**src/rtl/edge_gen.sv**
```systemverilog
// Edge/level generator: converts rise/fall/toggle commands into a registered level
// with a minimum dwell between transitions, plus one-cycle rise/fall/error strobes.
module edge_gen #(
   parameter int   HOLD_W   = 8,
   parameter int   MIN_HOLD = 4,
   parameter logic INIT_LVL = 1'b0
) (
   input  logic       clk,
   input  logic       rst,
   input  logic       cmd_valid,
   input  logic [1:0] cmd_op,
   output logic       cmd_ready,
   output logic       dout,
   output logic       rise_o,
   output logic       fall_o,
   output logic       err_o,
   output logic       busy
);

   generate
      if (MIN_HOLD < 1 || MIN_HOLD >= (1 << HOLD_W)) begin : g_bad_min_hold
         $error("edge_gen: MIN_HOLD must lie in 1..2**HOLD_W-1");
      end
   endgenerate

   localparam logic [1:0] OP_NOP    = 2'b00;
   localparam logic [1:0] OP_RISE   = 2'b01;
   localparam logic [1:0] OP_FALL   = 2'b10;
   localparam logic [1:0] OP_TOGGLE = 2'b11;

   localparam logic [HOLD_W-1:0] HOLD_LOAD = HOLD_W'(MIN_HOLD - 1);
   localparam logic              USE_HOLD  = (MIN_HOLD > 1);

   typedef enum logic {IDLE = 1'b0, HOLD = 1'b1} state_t;

   state_t             state_q, state_d;
   logic [HOLD_W-1:0]  cnt_q, cnt_d;
   logic               dout_q, dout_d;
   logic               rise_q, rise_d;
   logic               fall_q, fall_d;
   logic               err_q, err_d;
   logic               accept;

   always_ff @(posedge clk or negedge rst) begin
      if (!rst) begin
         state_q <= IDLE;
         cnt_q   <= '0;
         dout_q  <= INIT_LVL;
         rise_q  <= 1'b0;
         fall_q  <= 1'b0;
         err_q   <= 1'b0;
      end else begin
         state_q <= state_d;
         cnt_q   <= cnt_d;
         dout_q  <= dout_d;
         rise_q  <= rise_d;
         fall_q  <= fall_d;
         err_q   <= err_d;
      end
   end

   assign accept = cmd_valid && (state_q == IDLE);

   always_comb begin
      state_d = state_q;
      cnt_d   = cnt_q;
      dout_d  = dout_q;
      rise_d  = 1'b0;
      fall_d  = 1'b0;
      err_d   = 1'b0;
      if (state_q == HOLD) begin
         // Dwell countdown; leaving on the 1->0 edge makes the next change land at E0+MIN_HOLD.
         if (cnt_q <= HOLD_W'(1)) begin
            cnt_d   = '0;
            state_d = IDLE;
         end else begin
            cnt_d = cnt_q - HOLD_W'(1);
         end
      end else if (accept) begin
         if ((cmd_op == OP_TOGGLE) ||
             (cmd_op == OP_RISE && !dout_q) ||
             (cmd_op == OP_FALL &&  dout_q)) begin
            dout_d  = !dout_q;
            rise_d  = !dout_q;
            fall_d  = dout_q;
            cnt_d   = HOLD_LOAD;
            state_d = USE_HOLD ? HOLD : IDLE;
         end else if (cmd_op != OP_NOP) begin
            err_d = 1'b1;
         end
      end
   end

   assign cmd_ready = (state_q == IDLE);
   assign busy      = (state_q == HOLD);
   assign dout      = dout_q;
   assign rise_o    = rise_q;
   assign fall_o    = fall_q;
   assign err_o     = err_q;

endmodule

```
**config.mk**
```make
export PLATFORM = sky130hd
export DESIGN_NAME = edge_gen
export DESIGN_NICKNAME = d
export VERILOG_FILES = /design/src/rtl/edge_gen.sv
export SDC_FILE = /design/constraint.sdc
export NUM_CORES = 1
export LEC_CHECK = 0
export ABC_AREA = 1
export BUFFER_PORTS_ARGS = -buffer_cell sky130_fd_sc_hd__buf_2
export CORE_MARGIN = 3
export CORE_UTILIZATION = 24
export CTS_CLUSTER_SIZE = 16
export DETAILED_ROUTE_END_ITERATION = 10
export PLACE_DENSITY_LB_ADDON = 0.08
export SYNTH_ARGS = -nofsm -noshare
export SYNTH_HDL_FRONTEND = slang
export SYNTH_SLANG_ARGS = --single-unit
```
**constraint.sdc**
```tcl
create_clock -name clk -period 2.6 [get_ports clk]
set_input_delay 0.39 -clock clk [delete_from_list [all_inputs] [get_ports clk]]
set_output_delay 0.39 -clock clk [all_outputs]
set_load 0.03 [all_outputs]
```
Yosys cells after proc, flatten, opt, wreduce, memory -nomap -nowiden
Index checks and enable logic that the tools add are counted.
Widths: inputs -> output; s select.
{"block": "op_classes", "div_mod_pow": 0, "n_shift": 0, "n_mul": 0, "muxes": 18, "n_eq_ne": 3, "n_addsub": 1, "reduce_logical": 11, "n_lt_le_gt_ge": 1, "bitwise": 1}
{"op": "$mux 8", "n": 4}
{"op": "$mux 1", "n": 14}
{"op": "$le 8x1->1 const B", "n": 1}
{"op": "$sub 8x1->8 const B", "n": 1}
{"op": "$reduce_bool 2->1", "n": 3}
{"op": "$eq 2x2->1 const B", "n": 2}
{"op": "$logic_and 1x1->1", "n": 3}
{"op": "$reduce_and 3->1", "n": 1}
{"op": "$eq 2x1->1 const B", "n": 1}
{"op": "$logic_or 1x1->1", "n": 2}
{"op": "$reduce_and 2->1", "n": 1}
{"op": "$logic_not 1->1", "n": 1}
{"op": "$not 1->1", "n": 1}
{"block": "totals", "out_inout_bits": 6, "romBits": 0, "latchBits": 0, "ff_bits": 13, "mem_bits_rw": 0, "n_memories": 0, "word_cells": 41}

Logic depth before layout (Yosys ltp)
Gate-level depths: netlist of the first run.
{"block": "depth", "ltp_word": 7, "depth_mapped": 9, "mapped_depth_nobuf": 9}

Worst setup path before layout of the first run
No wires, ideal clock.
{"block": "synth_timing", "kind": "register -> register", "from": "register cnt_q[0]", "to": "register cnt_q[3]", "synth_period_minus_slack_ps": 1261, "required_ps": 2480, "setup_ps": 120, "setup_slack_ps": 1339, "t_arrival_ps": 1141, "path_stages_with_launch": 8, "path_cell_list": "dfrtp_1 > inv_1 > ha_1 > nor2_1 > nor2_1 > nand2_2 > nand2_4 > o21ai_2"}
{"block": "synth_between", "elab_chain_cells": 3}
{"item": "start: declaration", "line": "37", "rtl": "logic [HOLD_W-1:0] cnt_q, cnt_d;"}
{"item": "start signal: assignment", "line": "54", "rtl": "cnt_q <= cnt_d;"}
{"item": "$sub 8x1->8 or $le 8x1->1 (tied branches)", "line": "77, 73"}
{"item": "$mux 8 *", "line": "73", "rtl": "if (cnt_q <= HOLD_W'(1)) begin"}
{"item": "$mux 8 *", "line": "71", "rtl": "if (state_q == HOLD) begin"}
Mark *: on every way between the ends. The rest lies on a longest branch, timed or not.
A chain may end at the register's enable or synchronous reset.

Worst setup path in the final report of the first run
{"block": "layout_timing", "from": "register state_q (netlist: busy)", "to": "output cmd_ready"}
{"block": "layout_between", "elab_chain_cells": 1}
{"item": "start: declaration", "line": "36", "rtl": "state_t state_q, state_d;"}
{"item": "start signal: assignment", "line": "53", "rtl": "state_q <= state_d;"}
{"item": "$not 1->1 (no source line)"}
{"item": "end: declaration", "line": "12", "rtl": "output logic cmd_ready,"}
Every way passes these cells.

==> metrics.txt, run 1 <==
status complete, no violations; Clk Latency, worst-skew pair 270 ps; CP Capture Type output pin; CP Max Fanout 6; CTS max path bufs 2; Power Density 390 nW/um^2; Die Y 61.5 um; chip width 61.5 um; minimum clock period 1500 ps; Avg WL per Cell 10.7 um; Yosys top cell area share 44.0%; initial antenna violation count 0; crit path max-delay cell type dfrtp_1; r2r setup slk 1200 ps; HP Class in -> reg; Tcrit/Tclk final 57.8%; Post-CTS Repair Setup Buffers 0; via count 611; Post-synth EDFFs 0; n_diodes 0; vias in the first global route 601; Rows 19; cell with the most instances after synthesis nand2_1; CP Cell Sequence inv_2, buf_2; # port buffers 10; Startpoint Class flop; WL final 1.51 mm; Max Cap Viol 0; Final nets 118; power share of the combinational group 3.3%; worst vdd ir 290 uV; Clock Skew 5.37 ps; fmax 0.665 GHz; Mapped Cells 95; post-synthesis cell area 739 sq um; Num CTS Buffers 3; net switching power 72.4 uW; Initial DRT Pass Iterations 4; unique cell type count in the Yosys netlist 20; Via density 4.33; Final Max Slew Viols 0; grt total ovfl 0; worst r2r path cells 7; Final Hold Fails 0; Layout Cells excl Fill 141; register area share after synthesis 44.0%; 1st-iter DRT viols 18; Worst Tran Pin Value 297 ps; fin area 865 sq um; fraction of registers with async set/reset 100%; Arr. time, crit path 1110 ps; Routed Antenna Nets 0; Remaining DRCs 0; H-Tree Depth 1; share of layout cells above drive strength 1 26.4%; Reg clk slew, reported paths 80 ps; clock tree sinks 13; DIE AREA 3780 sq um; top_reg_cell synth dfrtp_1; Reg power frac 59.8%; IO Pins 11; largest cells by area after synthesis dfrtp_1 (44%), nand2_1 (13%), nor2_1 (6.1%); final setup TNS 0 ps; CTS-repair resized insts 0; FF+latch count, synth 13; Synth area leader dfrtp_1; CTS Root Cell clkbuf_4; switching share of power 21.4%; Cells after DPL 136; Core ar. 2850 sq um; area growth from synthesis to layout 16.9%; RSZ-0062 raised after global routing no; Clk pwr share 36.8%; RePlAce Congestion 0.799; Cell Area, Placed 828 sq um; top cells by count, synth nand2_1 (25), dfrtp_1 (13), nor2_1 (12), inv_1 (11), o21ai_2 (5); CP peak stage delay 480 ps; Initial Util 25.9%; worst hold path depth 3; WS Path Type reg -> out; relative slew slack 80.1%; internal power 265 uW; Synthesized Nets 102; Pleak 0.000441 uW; Synth warnings 0; setup violators final 0; first-pass GRT wire length 2.66 mm; Avg Cell Area, Syn 7.78 sq um; largest net degree at the start of global routing 14; total track usage 9.53%; Post-DP HPWL 1.17 mm; CP Data Required Time 2210 ps; TritonCTS clock tree yes; Fill cells 306
-- layout by cell type (no fill, tap or decap), drive strengths merged, types with 2 or more instances in the layout --
cell type,n
nand2,30
nor2,14
inv,14
dfrtp,13
buf,10
o21ai,8
nand3,5
clkbuf,4
a21oi,3
xor2,2
ha,2
-- stage by stage --
stage / power, uW / util [%] / hold slack, ps / setup slack (ps)
final: 338 / 30.3 / 409 / 1100
after global placement: 217 / 29.0 / 318 / 1270
after floorplan: 209 / - / 94.4 / 1340
after global routing: 354 / 30.3 / 444 / 1050
after detailed placement: 217 / 29.0 / 305 / 1220
after CTS: 347 / 30.3 / 401 / 1080
-- kinds of logic after synthesis --
family | share of synthesized area [%]
adders and majority gates | 3.38
AOI/OAI and AO/OA | 11.0
xor gates and xnor gates | 3.55
DFF | 44.0
and+or+nand+nor | 31.0
buffers and inverters | 7.11
-- layout make-up --
class                      instances  area, sq um  area share (%)
tap                               31         38.8            4.49
inverter                          14         52.6            6.08
clock buffer                       4         26.3            3.04
timing repair buffer              11         60.1            6.95
multi-input combinational         68          362            41.8
sequential                        13          325            37.6
-- layer usage --
layer | global-route usage [%] | share of wire (%) | up-vias
met5 | 0 | 0 | -
met4 | 1.82 | 0.60 | 0
met2 | 13.9 | 46 | 7
met1 | 13.4 | 49 | 276
met3 | 3.77 | 3.7 | 2
li1 | - | - | 326
-- power groups by stage --
stage               combinational (uW)  clock, uW  sequential (uW)
floorplan                         2.56          0              206
global placement                  11.2          0              206
detailed placement                10.5          0              206
CTS                               11.8        133              202
global route                      13.1        139              202
finish                            11.3        124              202
-- final timing paths --
check	startpoint	to
setup / recovery	busy	cmd_ready
hold / removal	cmd_op[1]	err_o
setup reg to reg	cnt_q[0]	cnt_q[6]
hold reg to reg	dout	rise_o
max in group asynchronous	rst	cnt_q[3]
min in group asynchronous	rst	cnt_q[2]
-- sequential cells by signal, indices dropped and copies added, names as in the netlist --
register  flops
dout          1
err_o         1
rise_o        1
busy          1
cnt_q         8
fall_o        1
-- critical path: cells and delay by family (launching register included) --
kind / cells / cell delay, ps
flip-flops: 1 / 480
buffers and inverters: 2 / 360
-- timing repair --
item | in CTS | in global routing
setup endpoints to repair | 0 | 0
hold buffers | 1 | 0
hold endpoints to repair | 6 | 0
(Power assumes the default switching activity.)
==> run 2: changes to the inputs <==
==> constraint.sdc (replaced) <==
create_clock -name clk -period 1.34 [get_ports clk]
set_input_delay 0.201 -clock clk [delete_from_list [all_inputs] [get_ports clk]]
set_output_delay 0.201 -clock clk [all_outputs]
set_load 0.03 [all_outputs]
==> run 2 against run 1 <==
  * Cell count up 2.1%
  * Cell area up 3.6%
  * Routed wire length is 12% higher
  * Sequential share of layout area shrank 1.2 points
  * First-iteration DRC count is 89% higher
  * Largest cell class unchanged
  * Highest routed layer unchanged
==> metrics.txt, run 2 (same netlist as run 1, synthesis figures left out) <==
H-Tree Depth 1; most frequent cells in the layout nand2_1 (25), dfrtp_1 (12), inv_1 (11); Arr. time, crit path 1090 ps; first-pass GRT wire length 2.77 mm; status complete, no violations; worst vdd ir 392 uV; initial antenna violation count 0; Biggest register cnt_q; Remaining DRCs 0; Die Y 61.5 um; Rows 19; Routed Antenna Nets 0; largest net degree at the start of global routing 14; Post-DP HPWL 1.27 mm; 1st-iter DRT viols 34; power share of the combinational group 3.2%; chip width 61.5 um; Pleak 0.000455 uW; switching share of power 24.1%; worst hold path depth 3; fin area 896 sq um; Reg power frac 57.7%; minimum clock period 1290 ps; Startpoint Class flop; Fill cells 310; Initial Util 25.9%; CTS max path bufs 2; n_diodes 0; net switching power 164 uW; Max Cap Viol 0; via count 636; CTS Root Cell clkbuf_4; final setup TNS 0 ps; total track usage 10.1%; grt total ovfl 0; WS Path Type reg -> out; Via density 4.42; share of layout cells above drive strength 1 31.9%; Core ar. 2850 sq um; DIE AREA 3780 sq um; Num CTS Buffers 3; CP Max Fanout 6; relative slew slack 78.3%; HP Class in -> reg; CP Data Required Time 1140 ps; footprint of the multi-input gates 369 sq um; vias in the first global route 625; Clk pwr share 39.0%; Final Max Slew Viols 0; setup violators final 0; register area 327 sq um; commonest non-fill, non-tap cell in the layout nand2_1; IO Pins 11; hold slack 193 ps; Clock Skew 5.10 ps; RePlAce Congestion 0.719; worst r2r path cells 7; Clk Latency, worst-skew pair 280 ps; TritonCTS clock tree yes; Tcrit/Tclk final 96.6%; Cell Area, Placed 843 sq um; Avg WL per Cell 11.8 um; Worst Tran Pin Value 323 ps; fmax 0.773 GHz; WL final 1.70 mm; Initial DRT Pass Iterations 4; internal power 515 uW; max reg flops 8; Final Hold Fails 0; Final nets 121; clock tree sinks 13; Final Power 679 uW; Reg clk slew, reported paths 90 ps; # port buffers 10; CP Capture Type output pin; Power Density 758 nW/um^2; area growth from synthesis to layout 21.2%
-- run 2: changes by cell type in the layout (fill, tap and decap cells not counted), sizes merged --
cell	previous run	this run
buf	10	13
-- run 2: metrics by stage --
| stage | utilization, % | cells | worst slack, ps |
|---|---|---|---|
| global route | 31.4 | 144 | -4.66 |
| detailed placement | 29.6 | 138 | 71.2 |
| CTS | 30.8 | 143 | 13.1 |
| finish | 31.4 | 144 | 45.8 |
| global placement | 29.6 | 138 | 79.6 |
| floorplan | - | 95 | 79.1 |
-- run 2: what timing repair did --
action,in CTS,in global routing
gates resized for setup,0,4
endpoints found under the setup margin,0,9
hold buffers,1,0
buffers inserted,0,1
endpoints found under the hold margin,13,0
-- run 2: worst paths after layout --
check                                from   endpoint  slack [ps]
worst max-delay path                 busy  cmd_ready          50
worst min-delay path            cmd_op[1]      err_o         190
worst max register to register   cnt_q[0]   cnt_q[6]          90
worst min register to register       dout     rise_o         500
max in group asynchronous             rst       busy         760
min in group asynchronous             rst   cnt_q[2]         320
-- run 2: routing by layer --
| layer | track usage (%) | vias up | wire, um |
|---|---|---|---|
| met2 | 15.1 | 10 | 694 |
| met1 | 14.0 | 294 | 920 |
| met5 | 0 | - | 0 |
| met4 | 1.82 | 0 | 13 |
| met3 | 3.77 | 2 | 66 |
| li1 | - | 330 | - |
-- run 2: worst max-delay path: stages, from the launching register on --
cell and delay (ps):
dfrtp_2 470, inv_2 130, buf_2 210
-- run 2: cell type report --
| class | count | share of cell area [%] |
|---|---|---|
| Tap cell | 31 | 4.33 |
| Multi-Input combinational cell | 68 | 41.2 |
| Clock buffer | 4 | 2.93 |
| Sequential cell | 13 | 36.5 |
| Inverter | 14 | 5.87 |
| Timing Repair Buffer | 14 | 9.22 |
-- run 2: power by group through the flow --
stage / Sequential (uW) / Clock (uW) / Combinational, uW
after global placement: 400 / 0 / 21.5
final: 392 / 265 / 21.8
after floorplan: 400 / 0 / 4.97
after detailed placement: 400 / 0 / 21.1
after CTS: 392 / 274 / 23.4
after global routing: 392 / 286 / 26.5
